File: config.mk
export PLATFORM = sky130hd
export DESIGN_NAME = lut4_cfg_sequencer
export DESIGN_NICKNAME = d
export VERILOG_FILES = /design/src/rtl/lut4_cfg_pkg.sv /design/src/rtl/lut4_cell.sv /design/src/rtl/lut4_cfg_sequencer.sv
export SDC_FILE = /design/constraint.sdc
export NUM_CORES = 1
export LEC_CHECK = 0
export CORE_ASPECT_RATIO = 2
export CORE_MARGIN = 5
export CORE_UTILIZATION = 40
export CTS_CLUSTER_DIAMETER = 120
export CTS_CLUSTER_SIZE = 8
export DETAILED_ROUTE_END_ITERATION = 12
export GPL_ROUTABILITY_DRIVEN = 0
export PLACE_DENSITY = 0.56
export SLEW_MARGIN = 25
export SYNTH_ARGS = -nofsm -noshare
export SYNTH_HDL_FRONTEND = slang
export SYNTH_SLANG_ARGS = --single-unit
File: constraint.sdc
create_clock -name clk -period 3 [get_ports clk]
set_input_delay 0.45 -clock clk [delete_from_list [all_inputs] [get_ports clk]]
set_output_delay 0.45 -clock clk [all_outputs]
set_load 0.005 [all_outputs]
File: src/rtl/lut4_cfg_pkg.sv
`default_nettype none
// +--------------------------------------------------------------------+
// | lut4_cfg_pkg : shared types for the LUT4 configuration sequencer   |
// | Rev 1.0                                                            |
// +--------------------------------------------------------------------+
package lut4_cfg_pkg;

  localparam int LUT_BITS      = 16;
  localparam int BYTES_PER_LUT = 2;

  typedef logic [LUT_BITS-1:0] truth_t;

  typedef enum logic [1:0] {
    IDLE = 2'd0,
    LOAD = 2'd1,
    RUN  = 2'd2
  } state_t;

endpackage
`default_nettype wire

File: src/rtl/lut4_cell.sv
`default_nettype none
// +--------------------------------------------------------------------+
// | lut4_cell : 16:1 truth-table select by a 4-bit input               |
// | Rev 1.0                                                            |
// +--------------------------------------------------------------------+
module lut4_cell
  import lut4_cfg_pkg::*;
(
  input  truth_t     tt,
  input  logic [3:0] sel,
  output logic       y
);

  assign y = tt[sel];

endmodule
`default_nettype wire

File: src/rtl/lut4_cfg_sequencer.sv
`default_nettype none
// +--------------------------------------------------------------------+
// | lut4_cfg_sequencer : byte-serial LUT4 bank loader and evaluator    |
// | Rev 1.0                                                            |
// +--------------------------------------------------------------------+
module lut4_cfg_sequencer
  import lut4_cfg_pkg::*;
#(
  parameter int NUM_LUTS = 4
) (
  input  logic                  clk,
  input  logic                  rst_n,
  input  logic                  ena,
  input  logic                  cfg_start,
  input  logic                  cfg_valid,
  input  logic [7:0]            cfg_byte,
  output logic                  cfg_ready,
  output logic                  cfg_done,
  output logic                  busy,
  output logic                  configured,
  input  logic [4*NUM_LUTS-1:0] lut_in,
  output logic [NUM_LUTS-1:0]   lut_out
);

  localparam int NUM_BYTES = BYTES_PER_LUT * NUM_LUTS;
  localparam int CW        = $clog2(NUM_BYTES);

  state_t                      state;
  logic   [CW-1:0]             cnt;
  truth_t [NUM_LUTS-1:0]       shadow;
  truth_t [NUM_LUTS-1:0]       shadow_nxt;
  truth_t [NUM_LUTS-1:0]       active;
  logic   [NUM_LUTS-1:0]       lut_val;
  logic                        accept;
  logic                        last_byte;

  assign cfg_ready = (state == LOAD) && ena && !cfg_start;
  assign busy      = (state == LOAD);
  assign accept    = cfg_valid && cfg_ready;
  assign last_byte = (cnt == CW'(NUM_BYTES - 1));

  // Shadow image including the byte being accepted, so the commit edge sees it.
  always_comb begin
    shadow_nxt = shadow;
    for (int i = 0; i < NUM_LUTS; i++) begin
      for (int b = 0; b < BYTES_PER_LUT; b++) begin
        if (cnt == CW'(BYTES_PER_LUT * i + b)) begin
          shadow_nxt[i][8*b +: 8] = cfg_byte;
        end
      end
    end
  end

  generate
    for (genvar i = 0; i < NUM_LUTS; i++) begin : g_cell
      lut4_cell u_cell (
        .tt  (active[i]),
        .sel (lut_in[4*i +: 4]),
        .y   (lut_val[i])
      );
    end
  endgenerate

  always_ff @(posedge clk) begin
    if (!rst_n) begin
      state      <= IDLE;
      cnt        <= '0;
      shadow     <= '0;
      active     <= '0;
      lut_out    <= '0;
      cfg_done   <= 1'b0;
      configured <= 1'b0;
    end else if (ena) begin
      cfg_done <= 1'b0;
      // Evaluates with the pre-commit table on the commit edge.
      lut_out  <= lut_val;
      case (state)
        IDLE, RUN: begin
          if (cfg_start) begin
            state <= LOAD;
            cnt   <= '0;
          end
        end
        LOAD: begin
          if (cfg_start) begin
            cnt <= '0;
          end else if (accept) begin
            shadow <= shadow_nxt;
            if (last_byte) begin
              active     <= shadow_nxt;
              state      <= RUN;
              configured <= 1'b1;
              cfg_done   <= 1'b1;
              cnt        <= '0;
            end else begin
              cnt <= cnt + 1'b1;
            end
          end
        end
        default: state <= IDLE;
      endcase
    end
  end

endmodule
`default_nettype wire

==> flow_summary.yaml <==
logic_synthesis:
  synth_cell_type_count: 31
  syn_area_per_cell_sq_um: 10.2
  yosysWarnings: 0
  syn_inst: 607
  synth.area.top_cells: "dfxtp_1, mux2i_1, o211a_1"
  synth-seq-cells: 131
  muxShareOfSynthArea_pct: 21.6
  synth_top_cell_by_area: "dfxtp_1"
  synth-simple-area-share_pct: 18.6
  synth_edf_count: 0
  synth_top_family_by_area: "multiplexers"
  synth_fp_nets: 642
  synthArstFlopShare_pct: 0
  synthTopCellsByCount: "dfxtp_1, mux2i_1, nand2_1, nor2b_1, o211a_1"
  synth-xor-area-share_pct: 0
  synth_ff_type: "dfxtp_1"
  synth.most_common_cell: "dfxtp_1"
  synth_compound_area_share_pct: 11.4
  yosys.area_share.adder_pct: 1.21
  seq_area_frac_synth_pct: 42.2
  syn-cell-area_sq_mm: 0.00621
  synth_top_area_share_pct: 42.2
detailed_routing:
  viasPerCell: 5.31
  wirelength_microns: 14100
  route.detailed.drc: 0
  routedWlPerCell_microns: 17.1
  drt-initial-drc-count: 165
  ant_nets: 0
  dr_total_vias: 4395
  drt_pass1_iterations: 4
sta:
  fin_tns_setup_ns: 0
  layout_min_cycle_time_ns: 2.32
  slew_headroom_pct: 45.8
  finalCritPeriodShare_pct: 77.3
  tightest_slew_ns: 0.810
  maxSlewViolCount: 0
  fin_worst_skew_ns: 0.00889
  fmax_ghz: 0.431
  hold_violations: 0
  setup_viol: 0
  rsz0062_at_grt: "false"
  setup_slack_ns: 0.682
grt:
  grt.total_usage_pct: 16.6
  antenna_found_initial: 0
  grt_first_pass_wirelength_microns: 23800
  grt_pass1_vias: 4538
  grt_overflow: 0
  grt_max_degree: 69
die:
  die_w_microns: 98.1
  dieHeight_microns: 186
  ios: 37
  fp.coreArea_sq_mm: 0.0153
  start_util_pct: 40.6
  die-area_sq_mm: 0.0183
  rows: 64
min_path:
  holdPathStages: 1
  min_from: "lut_out[0]$_SDFFE_PN0P_"
  min_to: "lut_out[0]$_SDFFE_PN0P_"
  holdCritPathClass: "reg2reg"
cells_and_area:
  num_antenna_cells: 0
  fin_cells: 828
  nets: 653
  syn2layout_area_growth_pct: 15.9
  drive_gt1_share_pct: 10.5
setup_path:
  end_kind: "output port"
  cp-start-kind: "register"
  critPathKind: "reg2out"
  cp.required_ns: 2.55
  cp_max_fo: 8
  r2r_cells: 7
  r2r_start: "cnt[0]$_SDFFE_PN0P_"
  r2r_slack_ns: 0.95
  reg2reg_to: "shadow[23]$_SDFFE_PN0P_"
  arrival_ns: 1.87
clocking:
  htree_levels: 4
  postCtsSetupRepairBufs: 0
  cts_buffers: 17
  clock_latency_ns: 0.41
  cts-root-buf: "clkbuf_16"
  cts_buffer_depth: 2
  clkTransAtPathRegs_ns: 0.06
  numClockSinks: 131
  ctsResizeCount: 0
  cts_tree: "built"
  ctsHoldBuffers: 0
power:
  p_per_area_mw_per_mm2: 546
  worst_ir_drop_vdd_uv: 349
  cellLeakagePower_nw: 3.53
placement:
  dpl.hpwl_microns: 9470
  pre_cts_slack_ns: 0.659
  placedCellCount: 797
  io_buffers: 36
flow_run:
  maxCapViolCount: 0
run_status:
  status: "finished clean"
==> layout by cell type (no fill, tap or decap), types with 2 or more instances in the layout <==
master,netlist,layout
bufinv_16,0,2
nand2_1,79,79
a211o_1,4,4
clkinvlp_4,0,4
nand3_2,4,4
mux4_2,16,16
nor3_1,5,5
clkinv_2,0,4
o211a_1,57,57
clkdlybuf4s50_1,0,35
clkbuf_16,0,17
nand2b_1,2,2
a21boi_0,10,10
nand3_1,54,54
buf_12,0,2
and2_1,2,2
buf_4,1,8
clkinv_4,0,2
mux2i_1,98,98
nand4_2,3,3
dfxtp_1,131,131
nor2_1,6,6
ha_1,6,6
nor2b_1,63,63
inv_1,4,4
a21oi_1,2,2
==> worst max-delay path, stage by stage, from the launching register on <==
cell,delay [ns]
dfxtp_1,0.43
nor2b_1,0.20
and2_1,0.20
and2_1,0.14
clkdlybuf4s50_1,0.49
==> worst max path at each step <==
stage | startpoint | to | slack [ns] | cells after the start
6_report | state[0]$_SDFFE_PN0P_ | cfg_ready | 0.68 | 4
5_1_grt | state[0]$_SDFFE_PN0P_ | cfg_ready | 0.54 | 4
4_1_cts | state[0]$_SDFFE_PN0P_ | cfg_ready | 0.65 | 4
3_5_place_dp | lut_in[2] | lut_out[0]$_SDFFE_PN0P_ | 0.66 | 5
3_3_place_gp | lut_in[10] | lut_out[2]$_SDFFE_PN0P_ | 0.66 | 5
2_1_floorplan | cnt[2]$_SDFFE_PN0P_ | shadow[24]$_SDFFE_PN0P_ | 1.06 | 8
==> stage by stage <==
stage | util [%] | hold slack (ns) | power (mW) | instance area, sq um
2_1_floorplan | - | 0.440 | 1.87 | 6210
3_5_place_dp | 43.3 | 0.453 | 1.96 | 6620
6_report | 47.1 | 0.461 | 3.93 | 7200
5_1_grt | 47.1 | 0.484 | 4.07 | 7200
4_1_cts | 47.1 | 0.466 | 3.98 | 7200
3_3_place_gp | 43.3 | 0.446 | 1.96 | 6620
==> registers in the layout, summed over array words and instances, names as in the netlist <==
signal and count:
active 64, shadow 56, lut_out 4, cnt 3, state 2, cfg_done 1
configured 1
==> final cells by class <==
class / count / area (sq um)
multi-input combinational: 419 / 3290
fill: 1497 / 8100
sequential: 131 / 2620
clock buffer: 18 / 439
timing repair buffer: 45 / 450
tap: 198 / 248
clock inverter: 13 / 136
inverter: 4 / 15.0
==> metal layers <==
layer	GRT usage (%)	vias up	wire [microns]
li1	-	2174	-
met1	18.4	2155	5710
met2	31.3	53	7990
met3	3.28	13	291
met4	5.38	0	150
met5	0	-	0
==> power by group <==
group	total [mW]	internal, mW	switching (mW)
clock	2.01	1.24	0.769
combinational	0.175	0.0757	0.0989
sequential	1.75	1.74	0.00261
total	3.93	3.06	0.871
==> cell families (layout without fill, tap and decap cells) <==
logic type      count (synthesis)  in the layout
simple gates                  223            223
flops                         131            131
mux                           114            114
compound gates                 76             76
buf+inv                        57             80
fa+ha+maj                       6              6
Note: power is estimated with default switching activity, not from simulation.
